### config.mk
export PLATFORM = sky130hd
export DESIGN_NAME = operand_stack
export DESIGN_NICKNAME = d
export VERILOG_FILES = /design/src/rtl/operand_stack_pkg.sv /design/src/rtl/operand_stack_mem.sv /design/src/rtl/operand_stack.sv
export SDC_FILE = /design/constraint.sdc
export NUM_CORES = 2
export LEC_CHECK = 0
export ABC_AREA = 0
export BUFFER_PORTS_ARGS = -buffer_cell sky130_fd_sc_hd__buf_4
export CAP_MARGIN = 20
export CORE_ASPECT_RATIO = 1.5
export CORE_MARGIN = 8
export CORE_UTILIZATION = 40
export DETAILED_ROUTE_END_ITERATION = 10
export SETUP_SLACK_MARGIN = 0.02
export SYNTH_ARGS = -nofsm -noshare
export SYNTH_HDL_FRONTEND = slang
export SYNTH_HIERARCHICAL = 1
export SYNTH_SLANG_ARGS = --single-unit
### constraint.sdc
create_clock -name clk -period 8.5 [get_ports clk]
set_input_delay 0.85 -clock clk [delete_from_list [all_inputs] [get_ports clk]]
set_output_delay 0.85 -clock clk [all_outputs]
set_load 0.02 [all_outputs]
### src/rtl/operand_stack_pkg.sv
// Shared definitions for the operand stack: wasm type tags, trap codes, FSM states.
package operand_stack_pkg;

  localparam logic [1:0] TYPE_I32 = 2'd0;
  localparam logic [1:0] TYPE_I64 = 2'd1;
  localparam logic [1:0] TYPE_F32 = 2'd2;
  localparam logic [1:0] TYPE_F64 = 2'd3;

  localparam logic [3:0] TRAP_NONE       = 4'd0;
  localparam logic [3:0] STACK_OVERFLOW  = 4'd8;
  localparam logic [3:0] STACK_UNDERFLOW = 4'd9;

  typedef enum logic {
    ST_RUN     = 1'b0,
    ST_TRAPPED = 1'b1
  } stack_state_t;

endpackage

### src/rtl/operand_stack_mem.sv
// Entry storage: one write port, two combinational read ports (top and second).
// Contents are not reset; validity is tracked by the depth pointer in the parent.
module operand_stack_mem #(
  parameter int DEPTH_LOG = 4,
  parameter int WORD_W    = 66
) (
  input  logic                 clk,
  input  logic                 wr_en,
  input  logic [DEPTH_LOG-1:0] wr_addr,
  input  logic [WORD_W-1:0]    wr_word,
  input  logic [DEPTH_LOG-1:0] top_addr,
  input  logic [DEPTH_LOG-1:0] second_addr,
  output logic [WORD_W-1:0]    top_word,
  output logic [WORD_W-1:0]    second_word
);

  logic [WORD_W-1:0] mem [2**DEPTH_LOG];

  // Single write port, written only when the parent accepted a push.
  always_ff @(posedge clk) begin
    if (wr_en) mem[wr_addr] <= wr_word;
  end

  assign top_word    = mem[top_addr];
  assign second_word = mem[second_addr];

endmodule

### src/rtl/operand_stack.sv
// Typed operand stack for the wasm execute stage.
// state   | meaning
// RUN     | normal push/pop decode, depth and storage update each cycle
// TRAPPED | a fault was recorded; state frozen until reset
module operand_stack
  import operand_stack_pkg::*;
#(
  parameter int DEPTH_LOG = 4,
  parameter int WIDTH     = 64
) (
  input  logic                 clk,
  input  logic                 reset,
  input  logic                 push,
  input  logic                 pop,
  input  logic                 pop2,
  input  logic [WIDTH-1:0]     push_data,
  input  logic [1:0]           push_type,
  output logic [WIDTH-1:0]     top_data,
  output logic [1:0]           top_type,
  output logic [WIDTH-1:0]     second_data,
  output logic [1:0]           second_type,
  output logic [DEPTH_LOG:0]   depth,
  output logic                 empty,
  output logic                 full,
  output logic [3:0]           trap
);

  localparam int DW = DEPTH_LOG + 1;
  localparam logic [DEPTH_LOG:0] FULL_DEPTH = DW'(2 ** DEPTH_LOG);
  localparam logic [DEPTH_LOG:0] ONE        = DW'(1);
  localparam logic [DEPTH_LOG:0] TWO        = DW'(2);

  stack_state_t         state_q, state_d;
  logic [3:0]           trap_q, trap_d;
  logic [DEPTH_LOG:0]   depth_q, depth_d;
  logic [DEPTH_LOG:0]   n_pop;
  logic [DEPTH_LOG:0]   wr_slot, top_slot, second_slot;
  logic                 wr_en;
  logic [WIDTH+1:0]     top_word, second_word;

  assign n_pop       = pop2 ? TWO : (pop ? ONE : '0);
  assign wr_slot     = depth_q - n_pop;
  assign top_slot    = depth_q - ONE;
  assign second_slot = depth_q - TWO;
  assign full        = (depth_q == FULL_DEPTH);
  assign empty       = (depth_q == '0);
  assign depth       = depth_q;
  assign trap        = trap_q;

  // State, trap code and depth pointer registers.
  always_ff @(posedge clk or negedge reset) begin
    if (!reset) begin
      state_q <= ST_RUN;
      trap_q  <= TRAP_NONE;
      depth_q <= '0;
    end else begin
      state_q <= state_d;
      trap_q  <= trap_d;
      depth_q <= depth_d;
    end
  end

  // Decode the request; a fault traps without touching depth or storage.
  always_comb begin
    state_d = state_q;
    trap_d  = trap_q;
    depth_d = depth_q;
    wr_en   = 1'b0;
    case (state_q)
      ST_RUN: begin
        if (n_pop > depth_q) begin
          state_d = ST_TRAPPED;
          trap_d  = STACK_UNDERFLOW;
        end else if (push && (n_pop == '0) && full) begin
          state_d = ST_TRAPPED;
          trap_d  = STACK_OVERFLOW;
        end else begin
          wr_en   = push;
          depth_d = depth_q - n_pop + DW'(push);
        end
      end
      ST_TRAPPED: begin
        state_d = ST_TRAPPED;
      end
    endcase
  end

  operand_stack_mem #(
    .DEPTH_LOG (DEPTH_LOG),
    .WORD_W    (WIDTH + 2)
  ) u_mem (
    .clk         (clk),
    .wr_en       (wr_en),
    .wr_addr     (wr_slot[DEPTH_LOG-1:0]),
    .wr_word     ({push_type, push_data}),
    .top_addr    (top_slot[DEPTH_LOG-1:0]),
    .second_addr (second_slot[DEPTH_LOG-1:0]),
    .top_word    (top_word),
    .second_word (second_word)
  );

  // Invalid entries read as zero data with type zero.
  always_comb begin
    top_data    = '0;
    top_type    = '0;
    second_data = '0;
    second_type = '0;
    if (depth_q >= ONE) begin
      top_data = top_word[WIDTH-1:0];
      top_type = top_word[WIDTH+1:WIDTH];
    end
    if (depth_q >= TWO) begin
      second_data = second_word[WIDTH-1:0];
      second_type = second_word[WIDTH+1:WIDTH];
    end
  end

endmodule

**Yosys cells after proc, flatten, opt, wreduce, memory -nomap -nowiden**

Memory sizes are Yosys's and may differ from the RTL's.
Index checks and enable logic that the tools add are counted.

- Register bits: 10
- Bits in writable memories: 1056
- Bits of input ports: 71
- Memories kept: 1

- Add/sub/neg operators: 4
- Order comparisons: 3
- Eq/ne operators: 1
- Multiplexer cells: 16
- Bitwise gates (word level): 3
- Reduce and logical (&&, ||, !) cells: 7

Memory list:

| name | depth | bits a word | rd ports | clocked after Yosys merged registers in | wr ports | RTL line | text |
|---|---|---|---|---|---|---|---|
| u_mem.mem | 16 | 66 | 2 | 0 | 1 | operand_stack_mem.sv:17 | `logic [WORD_W-1:0] mem [2**DEPTH_LOG];` |

Operators with widths:

| operator | count |
|---|---|
| 64-bit two-way mux | 2 |
| 5-bit zero test | 2 |
| 1-bit two-way mux | 8 |
| 4-bit two-way mux | 2 |
| 2-bit two-way mux | 3 |
| 5-bit by 1-bit adder with 5-bit output | 1 |
| 5-bit equality test (second input constant) | 1 |
| 5-bit by 1-bit greater-or-equal comparator with 1-bit output (second input constant) | 1 |
| 5-bit by 2-bit greater-or-equal comparator with 1-bit output (second input constant) | 1 |
| 2-bit by 5-bit greater-than comparator with 1-bit output | 1 |
| 5-bit by 2-bit subtractor with 5-bit output | 1 |
| 4-bit by 1-bit subtractor with 4-bit output (second input constant) | 1 |
| 4-bit by 2-bit subtractor with 4-bit output (second input constant) | 1 |
| 1-bit inverter | 3 |
| 3-bit AND reduction | 1 |
| 1-bit logical AND | 2 |
| 1-bit case mux with 2 select lines | 1 |
| 2-bit AND reduction | 1 |
| 2-bit nonzero test | 1 |

**Depth between registers and ports, before layout**

- Depth in word-level cells: 10
- Mapped depth: 11

**Cells and area by module**

Netlist, hierarchy kept.

Modules (own cells, without submodules):

| module | instances | cells each | area an instance (um2) | seq. area each (um2) |
|---|---|---|---|---|
| operand_stack_mem | 1 | 2185 | 47147.7 | 31710.4 |
| operand_stack | 1 | 227 | 1645.3 | 200.2 |

**Least setup slack after synthesis**

OpenSTA, ideal clock, no wires.

- Path type: input to register
- Start point: in pop
- End point: mem u_mem.mem[0][0], enable pin
- Arrival time: 6.805 ns
- Data required time: 7.929 ns
- Setup slack: 1.124 ns
- Stages: 6
- Buffers on the path: 0
- Path through: nor2b_1 ha_1 fa_1 xor2_1 or3b_2 nor3_1

RTL lines:

| what | RTL line | text |
|---|---|---|
| start, declared | operand_stack.sv:14 | `input logic pop,` |
| 1-bit two-way mux | operand_stack.sv:41 | `assign n_pop = pop2 ? TWO : (pop ? ONE : '0);` |
| 2-bit two-way mux | operand_stack.sv:41 |  |
| 5-bit by 2-bit subtractor with 5-bit output | -- |  |
| via wr_slot[2] | operand_stack.sv:37 | `logic [DEPTH_LOG:0] wr_slot, top_slot, second_slot;` |
| end, declared | operand_stack_mem.sv:17 |  |

The timed path passes the listed nets, and every way through them passes these cells.

**Worst setup path after layout**

- Start point: reg depth_q[0], in the netlist depth[0]
- End point: out top_data[22]

- Word-level cells in the longest chain between the ends: 3

RTL lines:

| what | RTL line | text |
|---|---|---|
| start, declared | operand_stack.sv:35 | `logic [DEPTH_LOG:0] depth_q, depth_d;` |
| start signal, assigned | operand_stack.sv:59 | `depth_q <= depth_d;` |
| 4-bit by 1-bit subtractor with 4-bit output | operand_stack.sv:43 | `assign top_slot = depth_q - ONE;` |
| via top_slot[0] | operand_stack.sv:37 |  |
| memory read 16 x 66 bit | -- |  |
| via top_word[22] | operand_stack.sv:39 | `logic [WIDTH+1:0] top_word, second_word;` |
| 64-bit two-way mux | operand_stack.sv:108 | `if (depth_q >= ONE) begin` |
| end, declared | operand_stack.sv:18 | `output logic [WIDTH-1:0] top_data,` |

The timed path passes the listed nets, and every way through them passes these cells.

==> out/results.txt <==
status: complete, no violations
Crit. End Element: primary output
Inserted Clock Buffers: 104
DR vias/cell: 6.24
core area: 0.122 mm²
largest net degree at the start of global routing: 127
crit-path most repeated cell: inv_8
worst path arrival time: 5.37 ns
Post-synth EDFFs: 1,056
root buffer cell: clkbuf_16
Final GP Congestion: 0.760
clk_skew: 0.0232 ns
io pins: 214
first-pass GRT wire length: 204 mm
total die area: 0.134 mm²
Layout area overhead: 13.8%
WL/cell: 33.1 µm
HP Class: in2reg
post-route insts no fill: 4,275
buffer depth of the longest clock path: 3
FMAX: 0.161 GHz
Yosys top cell area share: 65.0%
RSZ-0062 raised after global routing: false
Die Ht: 444 µm
syn_area_per_cell: 20.2 µm²
Post-route DRC: 0
area leader, netlist: edfxtp_1
Initial Util: 40.1%
Max H-tree Level: 3
GRT Util Overall: 20.9%
via count: 26,658
final setup violation count: 0
Reg clk slew, reported paths: 0.06 ns
Pleak: 0.0177 µW
# Post-CTS Setup Buffers: 0
synth warn: 6
worst-path cell chain: inv_8 -> ha_1 -> inv_8 -> buf_12 -> mux4_2 -> a22oi_1 -> nand2_1 -> nor2b_1 -> buf_4
fillers: 10,211
share of layout cells above drive strength 1: 36.4%
fin crit share: 73.2%
Slowest-stage cell, CP: dfrtp_4
ranking of synthesized cells by area: edfxtp_1 65%, mux4_2 24%, a22oi_1 4.1%, nand2_1 1.1%, nor2b_1 0.94%
antenna violations before repair: 14
VDD IR max: 0.000430 V
placed cells: 4,077
WP data required: 7.65 ns
Final HPWL DP: 77.1 mm
drt first pass iters: 5
CP peak stage delay: 0.90 ns
startpoint types: flop
largest fanout on the critical path: 121
Slew @ Worst Pin: 1.23 ns
slew margin rel.: 18.1%
setup TNS: 0 ns
Cell Area, Synth: 0.0488 mm²
Final Hold Vio Count: 0
Mapped Cells: 2,412
Iter 0 DRT Violations: 2,165
pwr/cell area: 441 mW/mm²
vias in the first global route: 29,045
worst-skew pair later-pin latency: 0.71 ns
TritonCTS Sinks: 1,064
die width: 301 µm
flops & latches, synth: 1,064
total grt overflow: 0
row count: 157
Routed Antenna Nets: 0
final net count: 2,676
Synth Flop Type: edfxtp_1
Unique masters post-synth: 39
IO buf count: 211
Slew Limit Fails: 0
max-cap viol count: 0
register area share after synthesis: 65.4%
WS Path Type: reg2out
Post-Route WL: 141 mm
final worst slack: 2.28 ns
DP Worst Slack: 2.90 ns
asr flop ratio synth: 0.752%
Tmin final: 6.22 ns
CTS tree: yes
## routing by layer
layer / part of all wire [%] / vias to the layer above / track usage [%]
li1: - / 10757 / -
met1: 37 / 14568 / 25.6
met2: 53 / 1066 / 36.5
met3: 6.1 / 265 / 3.09
met4: 4.3 / 2 / 9.29
met5: 0.0092 / - / 0
## cells by family after synthesis
| group | synth area share (%) |
|---|---|
| other cells | 0.00769 |
| flops | 65.4 |
| xor+xnor | 0.126 |
| compound gates | 4.25 |
| buf+inv | 2.15 |
| simple gates | 3.32 |
| fa+ha+maj | 0.272 |
| mux | 24.5 |
## synthesized netlist by cell type, types with 4 or more instances
master,n
nor3_1,5
and2_1,68
buf_2,35
mux4_2,528
clkbuf_1,73
buf_6,23
nor2b_1,73
inv_1,10
a22oi_1,264
xor2_1,4
dfrtp_1,8
nand2_1,140
ha_1,9
nand2b_1,4
nor2_1,16
edfxtp_1,1056
nand3_1,4
buf_1,43
buf_4,19
## worst paths after layout
path	end	cells after the start	slack, ns	from
max	top_data[22]	9	2.28	depth[0]$_DFFE_PN0P_
min	u_mem/mem[4][40]$_DFFE_PP_	1	0.44	push_data[40]
max reg2reg	u_mem/mem[6][45]$_DFFE_PP_	7	3.27	depth[1]$_DFFE_PN0P_
min reg2reg	trap[3]$_DFFE_PN0P_	1	0.49	trap[3]$_DFFE_PN0P_
max in group asynchronous	depth[0]$_DFFE_PN0P_	2	7.80	reset
min in group asynchronous	trap[3]$_DFFE_PN0P_	2	0.52	reset
## layout by cell type (no fill, tap or decap), drive strengths merged, types with 3 or more instances in the layout
cell type  instances
nor2              17
edfxtp          1056
nor2b             73
nor3               5
buf              268
dfrtp              8
nand2            141
a22oi            264
o21ai              3
nand3              4
xnor2              3
inv               13
ha                 9
and2              68
and3               3
mux4             528
nand2b             4
clkinv            40
clkbuf           131
xor2               4
bufinv             8
diode             12
## through the flow
| step | hold WS [ns] | area (µm²) | total power [µW] | util [%] |
|---|---|---|---|---|
| global placement | 0.467 | 52100 | 20200 | 42.9 |
| detailed placement | 0.467 | 52200 | 20300 | 42.9 |
| CTS | 0.394 | 55400 | 24800 | 45.6 |
| global route | 0.438 | 55500 | 25600 | 45.6 |
| finish | 0.443 | 55500 | 24500 | 45.6 |
| floorplan | 0.554 | 48800 | 14900 | - |
## layout make-up
| class | instances | area, µm² | share of cell area, % |
|---|---|---|---|
| Antenna cell | 12 | 30.0 | 0.0541 |
| Inverter | 10 | 60.1 | 0.108 |
| Multi-Input combinational cell | 1146 | 16000 | 28.8 |
| Clock buffer | 131 | 2700 | 4.87 |
| Clock inverter | 53 | 557 | 1.00 |
| Timing Repair Buffer | 269 | 2240 | 4.04 |
| Sequential cell | 1064 | 31900 | 57.5 |
| Tap cell | 1590 | 1990 | 3.58 |
## critical path: cells and delay by family (launching register included)
| kind | cells | cell delay, ns |
|---|---|---|
| flip-flops | 1 | 0.90 |
| adder cells (fa/ha/maj) | 1 | 0.51 |
| AND/OR/NAND/NOR | 2 | 0.28 |
| AO/OA/AOI/OAI | 1 | 0.39 |
| buffers and inverters | 4 | 1.80 |
| multiplexers | 1 | 0.40 |
## power by group
part	internal (µW)	switching (µW)	leakage, µW
sequential	5930	128	0.00958
clock	2500	1980	0.00159
combinational	5770	8180	0.00654
total	14200	10300	0.0177
## timing repair
action	4_1_cts	5_1_grt
endpoints found under the hold margin	8	0
gates resized for setup	0	0
hold buffers	1	0
## registers in the layout (all words and copies together) (netlist names)
| signal | count |
|---|---|
| trap | 2 |
| depth | 5 |
| u_mem/mem | 1056 |
| state_q | 1 |
Power figures use the tool's default switching activity.
